<file path="src/rtl/rx_uart.sv">
// UART receiver: 16x oversampled, mid-bit start validation, LSB-first data, stop check.
// Optional even-parity bit between data and stop is enabled by defining RX_UART_PARITY_EN.
module rx_uart #(
  parameter int D_BIT   = 8,
  parameter int SB_TICK = 16
) (
  input  logic             i_clk,
  input  logic             i_reset,
  input  logic             i_s_tick,
  input  logic             i_rx,
  output logic [D_BIT-1:0] o_data,
  output logic             o_rx_done_tick,
  output logic             o_frame_err,
  output logic             o_parity_err
);

  typedef enum logic [2:0] {
    IDLE,
    START,
    DATA,
`ifdef RX_UART_PARITY_EN
    PARITY,
`endif
    STOP,
    BREAK
  } state_e;

  localparam logic [3:0] N_LAST = 4'(D_BIT - 1);
  localparam logic [4:0] S_LAST = 5'(SB_TICK - 1);
`ifdef RX_UART_PARITY_EN
  localparam state_e AFTER_DATA = PARITY;
`else
  localparam state_e AFTER_DATA = STOP;
`endif

  logic             rx_meta, rx_s;
  state_e           state_q, state_d;
  logic [4:0]       s_q, s_d;
  logic [3:0]       n_q, n_d;
  logic [D_BIT-1:0] b_q, b_d;
  logic [D_BIT-1:0] data_d;
  logic             done_d, ferr_d;
`ifdef RX_UART_PARITY_EN
  logic             perr_q, perr_d, perr_out_d;
`endif

  // NOTE: defaults are assigned first so every path drives every signal and no latch is inferred.
  always_comb begin
    state_d = state_q;
    s_d     = s_q;
    n_d     = n_q;
    b_d     = b_q;
    data_d  = o_data;
    done_d  = 1'b0;
    ferr_d  = o_frame_err;
`ifdef RX_UART_PARITY_EN
    perr_d     = perr_q;
    perr_out_d = o_parity_err;
`endif
    case (state_q)
      IDLE: begin
        if (!rx_s) begin
          state_d = START;
          s_d     = '0;
        end
      end
      START: begin
        if (i_s_tick) begin
          if (s_q == 5'd7) begin
            if (!rx_s) begin
              state_d = DATA;
              s_d     = '0;
              n_d     = '0;
            end else begin
              state_d = IDLE;  // start bit gone by mid-bit: treat as a glitch
            end
          end else begin
            s_d = s_q + 5'd1;
          end
        end
      end
      DATA: begin
        if (i_s_tick) begin
          if (s_q == 5'd15) begin
            b_d = {rx_s, b_q[D_BIT-1:1]};
            s_d = '0;
            if (n_q == N_LAST) state_d = AFTER_DATA;
            else               n_d     = n_q + 4'd1;
          end else begin
            s_d = s_q + 5'd1;
          end
        end
      end
`ifdef RX_UART_PARITY_EN
      PARITY: begin
        if (i_s_tick) begin
          if (s_q == 5'd15) begin
            perr_d  = (^b_q) ^ rx_s;
            s_d     = '0;
            state_d = STOP;
          end else begin
            s_d = s_q + 5'd1;
          end
        end
      end
`endif
      STOP: begin
        if (i_s_tick) begin
          if (s_q == S_LAST) begin
            data_d  = b_q;
            ferr_d  = ~rx_s;
            done_d  = 1'b1;
`ifdef RX_UART_PARITY_EN
            perr_out_d = perr_q;
`endif
            state_d = rx_s ? IDLE : BREAK;
          end else begin
            s_d = s_q + 5'd1;
          end
        end
      end
      BREAK: begin
        // a held-low line must return high before another start edge is accepted
        if (rx_s) state_d = IDLE;
      end
      default: state_d = IDLE;
    endcase
  end

  // NOTE: all state uses non-blocking assignments so every flop samples pre-edge values.
  always_ff @(posedge i_clk) begin
    if (i_reset) begin
      rx_meta        <= 1'b1;
      rx_s           <= 1'b1;
      state_q        <= IDLE;
      s_q            <= '0;
      n_q            <= '0;
      b_q            <= '0;
      o_data         <= '0;
      o_rx_done_tick <= 1'b0;
      o_frame_err    <= 1'b0;
`ifdef RX_UART_PARITY_EN
      perr_q         <= 1'b0;
      o_parity_err   <= 1'b0;
`endif
    end else begin
      rx_meta        <= i_rx;
      rx_s           <= rx_meta;
      state_q        <= state_d;
      s_q            <= s_d;
      n_q            <= n_d;
      b_q            <= b_d;
      o_data         <= data_d;
      o_rx_done_tick <= done_d;
      o_frame_err    <= ferr_d;
`ifdef RX_UART_PARITY_EN
      perr_q         <= perr_d;
      o_parity_err   <= perr_out_d;
`endif
    end
  end

`ifndef RX_UART_PARITY_EN
  assign o_parity_err = 1'b0;
`endif

endmodule

</file>
<file path="config.mk">
export PLATFORM = sky130hd
export DESIGN_NAME = rx_uart
export DESIGN_NICKNAME = d
export VERILOG_FILES = /design/src/rtl/rx_uart.sv
export SDC_FILE = /design/constraint.sdc
export NUM_CORES = 1
export LEC_CHECK = 0
export BUFFER_PORTS_ARGS = -buffer_cell sky130_fd_sc_hd__buf_4
export CAP_MARGIN = 20
export CORE_ASPECT_RATIO = 1.2
export CORE_MARGIN = 4
export CORE_UTILIZATION = 50
export CTS_CLUSTER_DIAMETER = 40
export DETAILED_ROUTE_END_ITERATION = 10
export PLACE_DENSITY = 0.66
export SYNTH_ARGS = -nofsm -noshare
export SYNTH_HDL_FRONTEND = slang
export SYNTH_SLANG_ARGS = --single-unit
</file>
<file path="constraint.sdc">
create_clock -name i_clk -period 2.1 [get_ports i_clk]
set_input_delay 0.315 -clock i_clk [delete_from_list [all_inputs] [get_ports i_clk]]
set_output_delay 0.315 -clock i_clk [all_outputs]
set_load 0.01 [all_outputs]
</file>
* After elaboration in Yosys (flattened, before gate mapping)
Index checks and enable logic that the tools add are counted.
** Storage, ports and cells
- Register bits :: 32
- Input bits :: 4
- Output and inout bits :: 11
- Logic and storage cells :: 70
** Cells by class
- Add/subtract/negate cells :: 2
- Equal/unequal tests :: 19
- Muxes and demuxes :: 28
- Bitwise gates (word level) :: 3
- Reduce and logical (&&, ||, !) cells :: 9
** Operators by type and width (count)
- 2-to-1 mux 5 bit :: 7
- 2-to-1 mux 3 bit :: 10
- 2-to-1 mux 4 bit :: 6
- inequality test 2 bit (second input constant) :: 12
- case mux 5 bit (4 select lines) :: 1
- case mux 3 bit (5 select lines) :: 1
- AND reduction 9 bit :: 1
- case mux 4 bit (2 select lines) :: 1
- AND reduction 7 bit :: 1
- == test 3 x 2 -> 1 bit (second input constant) :: 2
- AND reduction 3 bit :: 2
- adder 5 x 1 -> 5 bit (second input constant) :: 1
- == test 5 x 3 -> 1 bit (second input constant) :: 1
- == test 5 x 4 -> 1 bit (second input constant) :: 1
- AND reduction 5 bit :: 1
- adder 4 x 1 -> 4 bit (second input constant) :: 1
- == test 4 x 3 -> 1 bit (second input constant) :: 1
- nonzero test 4 bit :: 1
- == test 3 x 1 -> 1 bit (second input constant) :: 1
- == test 3 bit (second input constant) :: 1
- logical NOT 3 bit :: 1
- inverter 1 bit :: 3
- OR reduction 3 bit :: 1
- 2-to-1 mux 2 bit :: 1
- other kinds (2) :: 2

* Depth between registers and ports, before layout
- Depth in word-level cells :: 5
- Mapped depth :: 6
- Depth with buffers taken out :: 6

* Worst setup path before layout
Ideal clock, no wire load.
- Path type :: register to register
- Start point :: reg s_q[0]
- End point :: reg n_q[0]
- Setup time :: 0.134 ns
- Arrival time :: 1.497 ns
- Required time :: 1.966 ns
- Slack :: 0.468 ns
- Stages on the path, launching flop included :: 7
- Buffers on the path :: 1
- Clock period less this slack :: 1.632 ns
- Path through :: dfxtp_1 -> ha_1 -> and4b_1 -> buf_2 -> a21oi_1 -> o311ai_0 -> o31ai_1
** Between the ends
- Cells in the longest elaborated chain, start to end :: 3
- Elaborated cells on any way between the ends :: 5
- Those cells by class :: eq/ne (4); reduce/logical (1)
** Ends and longest elaborated chain
- start: declaration :: line 38 : logic [4:0] s_q, s_d;
- start signal: assignment :: line 136 : s_q <= '0;
- start signal: assignment :: line 150 : s_q <= s_d;
- == test 5 x 4 -> 1 bit or == test 5 x 3 -> 1 bit (tied branches) :: line 84, 69
- inequality test 2 bit (no source line)
- AND reduction 7 bit (no source line) *
- end signal: assignment :: line 151 : n_q <= n_d;
- end: declaration :: line 39 : logic [3:0] n_q, n_d;
Every way passes the cells marked *; elsewhere a longest branch is shown, timed or not.
A chain may end at the register's enable or synchronous reset.

* Worst setup path after layout
- Start point :: reg s_q[0]
- End point :: reg o_data[1]
** Between the ends
- Cells in the longest elaborated chain, start to end :: 2
** Ends and longest elaborated chain
- == test 5 x 4 -> 1 bit :: line 109 : if (s_q == S_LAST) begin
- AND reduction 3 bit (no source line)
- end signal: assignment :: line 153 : o_data <= data_d;
- end: declaration :: line 11 : output logic [D_BIT-1:0] o_data,
No other way between the ends.

==> results.yml <==
outcome:
  status: "complete, no violations"
sta:
  post-route-min-period_ps: 1842
  fin_setup_tns_ps: 0
  finalCritPeriodShare_pct: 87.69
  max_clock_freq_mhz: 543.0
  hold_violations: 0
  rsz0062_at_grt: "false"
  fin_ws_ps: 258.5
  fin_skew_ps: 9.544
  slew_viol_final: 0
  tightestPinTransition_ps: 515.6
  setup-violations-final: 0
  max_slew_margin_pct: 65.56
power:
  cellPowerDensity_nw_per_um2: 642.4
  p_leak_nw: 0.7401
  irDropWorstVdd_v: 0.0004822
placed_design:
  hpwl_mm: 2.049
  place_ws_ps: 286.9
  place_congestion: 0.8616
  port_buffers: 13
setup_path:
  ff2ff_path_depth: 7
  cpLargestDelayFamily: "simple AND/OR/NAND/NOR gates"
  slowest_stage: "dfxtp_1"
  startpoint_type: "register"
  crit_top_cell: "buf_4"
  path_depth: 7
  r2r-start: "s_q[0]$_SDFFE_PP0P_"
  r2r_slack_ps: 260
  cp_max_fo: 11
  max_stage_delay_ps: 390
  worstPathArrival_ps: 2060
  crit_path_end_kind: "register"
  cp_cell_sequence: "ha_1 > and4b_1 > buf_4 > nand4_1 > buf_4 > mux2i_1 > nor2_1"
  reg2reg_to: "o_data[1]$_SDFFE_PP0P_"
  worstPathRequired_ps: 2320
  critical_path_class: "reg2reg"
  crit_buf_inv: 2
die:
  die_h_um: 68.30
  dieArea_um2: 3978
  start_util_pct: 53.40
  die_w_um: 58.25
  rows: 21
  pin_count: 15
  core-area_um2: 2838
clock_network:
  holdBufCountCts: 0
  root_buffer: "clkbuf_4"
  post_cts_resized: 0
  htreeDepth: 2
  clkTransAtPathRegs_ps: 100
  clock_latency_ps: 340
  cts_tree: "yes"
  numCtsBuffers: 5
  cts.sinks: 32
  clock_path_buffers: 2
  postCtsSetupRepairBufs: 0
global_route:
  grt.overflow.total: 0
  grt_first_pass_wirelength_mm: 5.016
  grt_max_degree: 33
  antenna_found_initial: 0
  grt_pass1_vias: 1158
  globalRouteTotalUtil_pct: 16.53
yosys:
  yosys_warnings: 0
  ys_ff_latch: 32
  post_synth_num_cell_types: 42
  avgSynthCellArea_um2: 9.128
  synth_nets: 173
  async_reset_ff_share_pct: 0
  yosysSeqAreaShare_pct: 42.28
  synth.area.top_cells: "dfxtp_1 (42%), mux2i_1 (11%), nor2_1 (5.2%), a31oi_1 (2.5%), ha_1 (2.5%)"
  synth_top_cell_by_area: "dfxtp_1"
  netlist_area_um2: 1515
  ys.flop_type: "dfxtp_1"
  synthCells: 166
  synth-edff-count: 0
  synth_top_area_share_pct: 42.28
worst_hold_path:
  min_from: "i_rx"
  min_path_cells: 2
  hold_class: "in2reg"
  hold_end: "rx_meta$_SDFF_PP1_"
drt:
  m1WireLength_mm: 1.339
  drt-pass1-iter-count: 6
  wl_per_cell_um: 14.07
  vias_per_cell: 5.911
  ant_nets: 0
  first_iter_violations: 39
  route.met3.wl_um: 168
  topRoutingLayerUsed: "met4"
  drc: 0
  num_vias: 1265
  drt-total-wl_mm: 3.012
  met2_length_mm: 1.455
layout:
  areaGrowthSynthToFinish_pct: 11.89
  final_common_cell: "dfxtp_1"
  layout_common_cells: "dfxtp_1 (32), nor2_1 (21), buf_4 (17)"
  n_antenna_cell: 0
  num-fill-cells: 255
  layout-drive-gt1-share_pct: 18.33
  fin_nets: 186
run:
  cap_violations: 0
==> synth_stat cells (3+ instances only) <==
| master | n |
|---|---|
| a211oi_1 | 3 |
| a21o_1 | 3 |
| a21oi_1 | 7 |
| a31oi_1 | 6 |
| buf_2 | 3 |
| clkbuf_1 | 5 |
| dfxtp_1 | 32 |
| ha_1 | 3 |
| inv_1 | 8 |
| mux2i_1 | 16 |
| nand2_1 | 7 |
| nand3_1 | 7 |
| nand4_1 | 3 |
| nor2_1 | 21 |
| o21ai_0 | 4 |
| o311ai_0 | 3 |
| o31ai_1 | 3 |
| or2_2 | 3 |
==> state kept, by name, indices dropped and copies added (netlist names) <==
| name | count |
|---|---|
| b_q | 8 |
| rx_meta | 1 |
| o_frame_err | 1 |
| rx_s | 1 |
| n_q | 4 |
| s_q | 5 |
| state_q | 3 |
| o_rx_done_tick | 1 |
| o_data | 8 |
==> routing by layer <==
| layer | up-vias | global-route usage [%] |
|---|---|---|
| met5 | - | 0 |
| met4 | 0 | 7.536 |
| met3 | 7 | 5.472 |
| met2 | 38 | 27.68 |
| met1 | 593 | 19.10 |
| li1 | 627 | - |
==> power by group <==
part	total, mW	leakage [nW]	switching (mW)	internal [mW]
Clock	0.387	0.0305	0.224	0.162
Sequential	0.625	0.258	0.0123	0.613
Combinational	0.0771	0.451	0.0461	0.0310
==> logic make-up (layout without fill, tap and decap cells) <==
logic type               Yosys count  count (layout)  share of synthesized area [%]
AO/OA/AOI/OAI                     36              36                          17.18
XOR/XNOR                           3               3                          1.734
AND/OR/NAND/NOR                   56              56                          19.82
adder cells (fa/ha/maj)            3               3                          2.478
flip-flops                        32              32                          42.28
multiplexers                      16              16                          10.57
other                              1               1                         0.2475
buffers and inverters             19              33                          5.698
==> per-stage QoR <==
stage / hold WS (ps) / cell area, um^2 / cells / util, % / power, mW
2_1_floorplan: 389.5 / 1515 / 166 / - / 0.6975
3_3_place_gp: 405.1 / 1629 / 206 / 57.41 / 0.7135
3_5_place_dp: 402.2 / 1629 / 206 / 57.41 / 0.7150
4_1_cts: 142.4 / 1695 / 214 / 59.74 / 1.100
5_1_grt: 138.4 / 1695 / 214 / 59.74 / 1.139
6_report: 156.7 / 1695 / 214 / 59.74 / 1.089
==> area by class of cell <==
cell class	instances	area [um^2]	area share (%)
clock buffers	6	51.30	3.026
clock inverters	2	15.01	0.8856
inverters	8	30.03	1.771
multi-input cells	115	788.3	46.49
flip-flops and latches	32	640.6	37.79
well taps	34	42.54	2.509
repair buffers	17	127.6	7.528
==> worst max path at each step <==
stage / slack (ps) / startpoint / end
finish: 260 / s_q[0]$_SDFFE_PP0P_ / o_data[1]$_SDFFE_PP0P_
floorplan: 470 / s_q[0]$_SDFFE_PP0P_ / n_q[0]$_SDFFE_PP0P_
CTS: 260 / s_q[0]$_SDFFE_PP0P_ / o_data[7]$_SDFFE_PP0P_
global route: 150 / s_q[0]$_SDFFE_PP0P_ / o_data[0]$_SDFFE_PP0P_
global placement: 340 / s_q[0]$_SDFFE_PP0P_ / n_q[2]$_SDFFE_PP0P_
detailed placement: 290 / s_q[0]$_SDFFE_PP0P_ / o_data[7]$_SDFFE_PP0P_
Power figures use the tool's default switching activity.
